$ cat config.mk
export PLATFORM = sky130hd
export DESIGN_NAME = mem_port_arbiter
export DESIGN_NICKNAME = d
export VERILOG_FILES = /design/src/rtl/mem_arb_pkg.sv /design/src/rtl/rr_arb2.sv /design/src/rtl/mem_port_arbiter.sv
export SDC_FILE = /design/constraint.sdc
export NUM_CORES = 1
export LEC_CHECK = 0
export CAP_MARGIN = 20
export CORE_MARGIN = 2
export CORE_UTILIZATION = 55
export CTS_CLUSTER_SIZE = 10
export DETAILED_ROUTE_END_ITERATION = 7
export DONT_BUFFER_PORTS = 1
export PLACE_DENSITY = 0.7
export SKIP_CTS_REPAIR_TIMING = 1
export SLEW_MARGIN = 15
export SYNTH_ARGS = -nofsm -noshare
export SYNTH_HDL_FRONTEND = slang
export SYNTH_SLANG_ARGS = --single-unit
export TNS_END_PERCENT = 100
$ cat constraint.sdc
create_clock -name clk -period 3.2 [get_ports clk]
set_input_delay 0.32 -clock clk [delete_from_list [all_inputs] [get_ports clk]]
set_output_delay 0.32 -clock clk [all_outputs]
set_load 0.02 [all_outputs]
$ cat src/rtl/mem_arb_pkg.sv
// mem_arb_pkg
//   Shared types and constants for the two-port scratch-memory arbiter.
//   state_t    : sequencing state (CLEAR zero-fills, RUN arbitrates).
//   NUM_REQ    : number of requesters sharing the memory port.
//   CONFLICT_W : width of the optional conflict counter (MEM_ARB_STATS_EN).
package mem_arb_pkg;

  typedef enum logic {CLEAR, RUN} state_t;

  localparam int NUM_REQ    = 2;
  localparam int CONFLICT_W = 8;

endpackage

$ cat src/rtl/rr_arb2.sv
// rr_arb2
//   Two-way round-robin arbiter: combinational grant plus the pointer register.
//   Ports:
//     clk     in   clock, pointer updates on rising edge
//     rst     in   synchronous active-high reset (pointer -> 0)
//     en      in   arbitration enable; no grant while low
//     req     in   [1:0] request vector
//     grant   out  [1:0] one-hot (or zero) grant vector
//     winner  out  index of the granted requester (valid when granted=1)
//     granted out  high when any grant is issued this cycle
module rr_arb2 (
  input  logic       clk,
  input  logic       rst,
  input  logic       en,
  input  logic [1:0] req,
  output logic [1:0] grant,
  output logic       winner,
  output logic       granted
);

  logic rr_ptr;

  // A lone requester always wins; on contention the pointer picks the winner.
  always_comb begin
    grant  = 2'b00;
    winner = 1'b0;
    if (en) begin
      case (req)
        2'b01: begin
          grant  = 2'b01;
          winner = 1'b0;
        end
        2'b10: begin
          grant  = 2'b10;
          winner = 1'b1;
        end
        2'b11: begin
          winner = rr_ptr;
          grant  = rr_ptr ? 2'b10 : 2'b01;
        end
        default: begin
          grant  = 2'b00;
          winner = 1'b0;
        end
      endcase
    end
  end

  assign granted = |grant;

  // After any grant, priority moves to the other requester.
  always_ff @(posedge clk) begin
    if (rst) begin
      rr_ptr <= 1'b0;
    end else if (granted) begin
      rr_ptr <= ~winner;
    end
  end

endmodule

$ cat src/rtl/mem_port_arbiter.sv
// mem_port_arbiter
//   Shares a single-port synchronous scratch memory between two requesters.
//   After reset it zero-fills every address (CLEAR), then grants one access per
//   cycle with round-robin arbitration (RUN). Every granted access produces a
//   response one cycle later carrying the memory's registered read data
//   (pre-write contents for a write).
//   Optional feature macro: MEM_ARB_STATS_EN adds output conflict_cnt, a
//   saturating count of RUN cycles in which both requesters were valid.
//   Ports:
//     clk, rst                 clock / synchronous active-high reset
//     req_valid/req_ready      per-requester handshake (bit i = requester i)
//     req_we/req_addr/req_wdata per-requester command, packed by requester
//     rsp_valid/rsp_rdata      one-cycle response pulse and its data
//     mem_addr/mem_wr/mem_wdata combinational memory command
//     mem_rdata                registered memory read data
//     conflict_cnt             (MEM_ARB_STATS_EN only) contention counter
//     init_done                high once the clear sequence has finished
module mem_port_arbiter
  import mem_arb_pkg::*;
#(
  parameter int ADDR_W = 4,
  parameter int DATA_W = 8
) (
  input  logic                      clk,
  input  logic                      rst,
  input  logic [NUM_REQ-1:0]        req_valid,
  output logic [NUM_REQ-1:0]        req_ready,
  input  logic [NUM_REQ-1:0]        req_we,
  input  logic [NUM_REQ*ADDR_W-1:0] req_addr,
  input  logic [NUM_REQ*DATA_W-1:0] req_wdata,
  output logic [NUM_REQ-1:0]        rsp_valid,
  output logic [DATA_W-1:0]         rsp_rdata,
  output logic [ADDR_W-1:0]         mem_addr,
  output logic                      mem_wr,
  output logic [DATA_W-1:0]         mem_wdata,
  input  logic [DATA_W-1:0]         mem_rdata,
`ifdef MEM_ARB_STATS_EN
  output logic [CONFLICT_W-1:0]     conflict_cnt,
`endif
  output logic                      init_done
);

  state_t              state, state_next;
  logic [ADDR_W-1:0]   clr_cnt;
  logic [DATA_W-1:0]   rdata_hold;
  logic [NUM_REQ-1:0]  grant;
  logic                winner;
  logic                granted;
  logic                arb_en;

  // Arbitration is only live in RUN and is suppressed combinationally by rst.
  assign arb_en = (state == RUN) && !rst;

  rr_arb2 u_rr_arb2 (
    .clk     (clk),
    .rst     (rst),
    .en      (arb_en),
    .req     (req_valid),
    .grant   (grant),
    .winner  (winner),
    .granted (granted)
  );

  assign req_ready = grant;

  // State register.
  always_ff @(posedge clk) begin
    if (rst) begin
      state <= CLEAR;
    end else begin
      state <= state_next;
    end
  end

  // Next state and memory command. CLEAR walks clr_cnt over every address
  // writing zero; the last address doubles as the hand-off to RUN.
  always_comb begin
    state_next = state;
    mem_wr     = 1'b0;
    mem_addr   = '0;
    mem_wdata  = '0;
    if (!rst) begin
      case (state)
        CLEAR: begin
          mem_wr   = 1'b1;
          mem_addr = clr_cnt;
          if (&clr_cnt) begin
            state_next = RUN;
          end
        end
        RUN: begin
          if (granted) begin
            mem_wr    = winner ? req_we[1] : req_we[0];
            mem_addr  = winner ? req_addr[2*ADDR_W-1:ADDR_W] : req_addr[ADDR_W-1:0];
            mem_wdata = winner ? req_wdata[2*DATA_W-1:DATA_W] : req_wdata[DATA_W-1:0];
          end
        end
        default: begin
          state_next = CLEAR;
        end
      endcase
    end
  end

  // Clear counter, init flag and the one-stage response pipeline. The memory
  // already registers its read data, so only the winner (as a one-hot) is
  // delayed; the data path is held only to keep rsp_rdata stable between
  // responses.
  always_ff @(posedge clk) begin
    if (rst) begin
      clr_cnt    <= '0;
      init_done  <= 1'b0;
      rsp_valid  <= '0;
      rdata_hold <= '0;
    end else begin
      if (state == CLEAR) begin
        clr_cnt <= clr_cnt + 1'b1;
        if (state_next == RUN) begin
          init_done <= 1'b1;
        end
      end
      rsp_valid <= grant;
      if (|rsp_valid) begin
        rdata_hold <= mem_rdata;
      end
    end
  end

  assign rsp_rdata = (|rsp_valid) ? mem_rdata : rdata_hold;

`ifdef MEM_ARB_STATS_EN
  // Contention counter: counts RUN cycles with both requesters valid and
  // sticks at its maximum value.
  always_ff @(posedge clk) begin
    if (rst) begin
      conflict_cnt <= '0;
    end else if ((state == RUN) && (&req_valid) && !(&conflict_cnt)) begin
      conflict_cnt <= conflict_cnt + 1'b1;
    end
  end
`endif

endmodule

After elaboration in Yosys (flattened, before gate mapping)
Cells that the tools add are included.
{"block": "word_totals", "regBits": 17, "inputBits": 38, "wordCells": 39}
{"block": "classes", "n_addsub": 1, "eq_ne": 3, "muxes": 21, "n_bitwise": 2, "n_reduce_logical": 6}
{"operator": "$mux 8", "n": 5}
{"operator": "$mux 4", "n": 3}
{"operator": "$pmux 4 s2", "n": 1}
{"operator": "$mux 1", "n": 7}
{"operator": "$pmux 2 s3", "n": 1}
{"operator": "$add 4x1->4 const B", "n": 1}
{"operator": "$eq 2x2->1 const B", "n": 2}
{"operator": "$mux 2", "n": 2}
{"operator": "$pmux 1 s2", "n": 2}
{"operator": "$reduce_and 4->1", "n": 1}
{"operator": "$reduce_or 2->1", "n": 2}
{"operator": "$eq 2x1->1 const B", "n": 1}
{"operator": "$not 1->1", "n": 2}
{"operator": "$reduce_and 2->1", "n": 1}
{"operator": "$logic_and 1x1->1", "n": 1}
{"operator": "$logic_not 1->1", "n": 1}

Longest topological paths before layout
{"block": "depth", "word_depth": 7, "ltp_mapped": 6, "depth_no_buf": 4}

Cells and area by module
A second synthesis with hierarchy kept.
{"block": "unflattened", "hier_cells": 101, "area_unflattened_um2": 939.7}
{"module": "mem_port_arbiter", "instances": 1, "cells_per_inst": 91, "area_per_inst_um2": 872.1, "seq_area_each_um2": 320.3}
{"module": "rr_arb2", "instances": 1, "cells_per_inst": 10, "area_per_inst_um2": 67.6, "seq_area_each_um2": 20.0}

Worst setup path after synthesis
OpenSTA, ideal clock, no wires.
{"block": "synth_path", "path_type": "reg-to-output", "startpoint": "reg state", "endpoint": "out mem_addr[0]", "arrival_time_ns": 1.263, "required_time_ns": 2.880, "path_slack_ns": 1.617, "stages_incl_launch_ff": 6, "n_path_buf": 2, "cell_sequence": "dfxtp_1 -> buf_6 -> nor2b_4 -> and3_1 -> buf_6 -> a221o_1"}
{"block": "synth_between", "elab_chain_cells": 6, "word_cells_on_any_way": 9, "cone_classes": "6 x mux; 1 x bitwise; 2 x reduce/logical"}
{"item": "from (decl)", "line": "mem_port_arbiter.sv:43", "source": "state_t state, state_next;"}
{"item": "from (signal assigned)", "line": "mem_port_arbiter.sv:71", "source": "state <= state_next;"}
{"item": "$logic_and 1x1->1", "line": "mem_port_arbiter.sv:52", "source": "assign arb_en = (state == RUN) && !rst;"}
{"item": "$mux 2", "line": "rr_arb2.sv:27", "source": "if (en) begin"}
{"item": "named net req_ready[0]", "line": "mem_port_arbiter.sv:27", "source": "output logic [NUM_REQ-1:0] req_ready,"}
{"item": "$reduce_or 2->1", "line": "rr_arb2.sv:49", "source": "assign granted = |grant;"}
{"item": "$mux 4", "line": "mem_port_arbiter.sv:92", "source": "if (granted) begin"}
{"item": "$pmux 4 s2", "line": "mem_port_arbiter.sv:83", "source": "case (state)"}
{"item": "$mux 4", "line": "mem_port_arbiter.sv:82", "source": "if (!rst) begin"}
{"item": "to (decl)", "line": "mem_port_arbiter.sv:33", "source": "output logic [ADDR_W-1:0] mem_addr,"}
The timed path passes the listed nets, and every way through them passes these cells.

Final worst setup path
{"block": "layout_path", "startpoint": "reg state", "endpoint": "out mem_addr[2]"}
Same word-level chain as after synthesis.

==> metrics.txt <==
status=finished, final reports clean; fin area=958 um2; peak supply drop=0.000260 V; wire per inst=between 15 and 20 um; max_slew headroom=67.5%; RSZ-0062 raised after global routing=no; CTS tree=done; P_leak=approximately 0.43 nW; met1 usage=26.0%; Syn Std Cell Area=965 um2; type of the worst min-delay path=primary input to flop; Max FO, Critical Path=25; port bufs=0; wire length of the first global-routing pass=2970 um; worst slew pin tran=487 ps; clk buf depth=2; min Tclk post-route=about 2400 ps; Async SR Flop Fraction=0%; kind of cell adding the most delay to the critical path=simple AND/OR/NAND/NOR gates; CTS clk-pin slew, worst paths=about 100 ps; FF+latch count, synth=17; met2 Use GR=around 29%; vias in the first global route=slightly below 700; FF-to-FF End=rdata_hold[4]; EDFF count, synth=0; Vias/cell=between 6 and 7; Final Util=56.7%; crit path from=state; Final HPWL DP=between 1000 and 1500 um; Reg2Reg Setup Slack=~1700 ps; Horiz. Die Dim=between 40 and 50 um; top post-synthesis cells by area=dfxtp_1 35%, mux2_2 9.3%, o2111ai_1 7.3%; Vias=800; R2R depth=3; Top-Level Pins=64; iteration count of the initial detailed-routing pass=4; Root Driver=clkbuf_4; Hold Slack=81.6 ps; commonest non-fill, non-tap cell in the layout=dfxtp_1; critical path capture point type=output port; final wirelength=between 1500 and 2000 um; Main synth FF type=dfxtp_1; layout cell share with drive strength beyond 1=14.0%; initial drt markers=18; initial antenna violation count=0; GPL Wtd Cong=between 0.7 and 0.8; slowest stage delay, CP=500 ps; Num Clock Sinks=17; CORE AREA=between 0.0015 and 0.002 mm2; Unique masters post-synth=29; final hold vios=0; GR Layer Usage met3=under 10%; GRT overflow=0; Clock Latency Late Sink=290 ps; Slew Viols, Final=0; Final TNS setup=0 ps; syn nets=~140; clk_skew=about 11 ps; synthesized area per cell=slightly above 9 um2; Antenna Nets Post-Route=0; Total Power=0.000351 W; Crit-path slowest cell=dfxtp_1; post-synthesis sequential area ratio=approximately a third; yosys synthesis warning count=0; Starting Density=57.1%; area leader, netlist=dfxtp_1; Final setup viols=0; commonest non-fill, non-tap cells in the layout=17 x dfxtp_1, 9 x nand2_1; Max-Cap Viols=0; Placed Area=just over 900 um2; Req. time, crit path=2880 ps; Max H-tree Level=1; Arrival @ worst endpoint=about 2100 ps; ant diodes=0; crit path launch type=flop; crit path to=mem_addr[2]; CTS buffer count=3; die area=between 0.002 and 0.0025 mm2; critical path type=flop to output port; worst r2r src=rsp_valid[1]; site row count=15; Fill cells=163; crit share post-route=between 70 and 80%; nets=140; critical path depth in cells=3; critical-path cell list=nor2b_4 > and3_1 > a221o_1; Most Crowded Layer GR=met2; top cell type's share of synthesized area=35.3%; P&R area growth vs syn=-0.649%; detailed-route DRC error count=0; Post-Syn Instances=105; Die H=around 46 um; power per cell area=~370 mW/mm2; All-Layer GR Usage=19.4%; Peak Freq=slightly above 0.4 GHz; largest net degree at the start of global routing=26; Buf/Inv on CP=0
metrics by stage:
stage	cells	worst slack, ps
2_1_floorplan	105	1620
3_3_place_gp	113	1150
3_5_place_dp	113	1100
4_1_cts	117	770
5_1_grt	117	635
6_report	117	773
where the power goes:
part	internal, W	switching [W]
clock network	0.0000465	0.0000648
logic	0.00000790	0.0000128
registers	0.000215	0.00000436
cells in the mapped netlist, drive strengths merged (2+ instances only):
library cell / instances
a221o: 4
a31oi: 3
and2b: 3
xor2: 2
o2111ai: 8
nor2b: 7
nand2: 9
buf: 5
and3: 4
clkbuf: 4
mux2: 8
and4: 4
nand4: 8
nor2: 9
dfxtp: 17
cell families (layout without fill, tap and decap cells):
group | after synthesis | count (layout) | synth area share, %
buffers and inverters | 11 | 6 | 6.48
adder cells (fa/ha/maj) | 1 | 1 | 1.30
AND/OR/NAND/NOR | 46 | 46 | 27.9
multiplexers | 9 | 9 | 10.4
AO/OA/AOI/OAI | 18 | 18 | 16.0
XOR/XNOR | 3 | 3 | 2.72
flip-flops | 17 | 17 | 35.3
state kept, by name, summed over array words and instances, names as in the netlist:
name and cells:
clr_cnt 4, init_done 1, rdata_hold 8, rsp_valid 2, state 1, u_rr_arb2.rr_ptr 1
area by class of cell:
cell class / instances / area, um2 / share of cell area, %
multi-input cells: 77 / 562 / 58.6
flip-flops and latches: 17 / 340 / 35.5
clock buffers: 3 / 22.5 / 2.35
well taps: 17 / 21.3 / 2.22
inverters: 2 / 7.51 / 0.783
clock inverters: 1 / 5.00 / 0.522
per-layer routing:
metal	share of wire, %	routed length, um	vias up
met1	46	898	362
met4	1.2	24	0
met2	44	846	46
met5	0	0	-
li1	-	-	387
met3	9.0	175	5
worst min-delay path by stage:
| stage | start | end | slack (ps) | depth (start not counted) |
|---|---|---|---|---|
| after detailed placement | rst | rdata_hold[6] | 400 | 1 |
| after CTS | rst | rdata_hold[0] | 80 | 1 |
| final | rst | rdata_hold[0] | 80 | 1 |
| after floorplan | rst | rdata_hold[1] | 390 | 1 |
| after global placement | rst | rdata_hold[1] | 390 | 1 |
| after global routing | rst | rdata_hold[6] | 60 | 1 |
No activity file was read; power rests on OpenSTA's default activity.
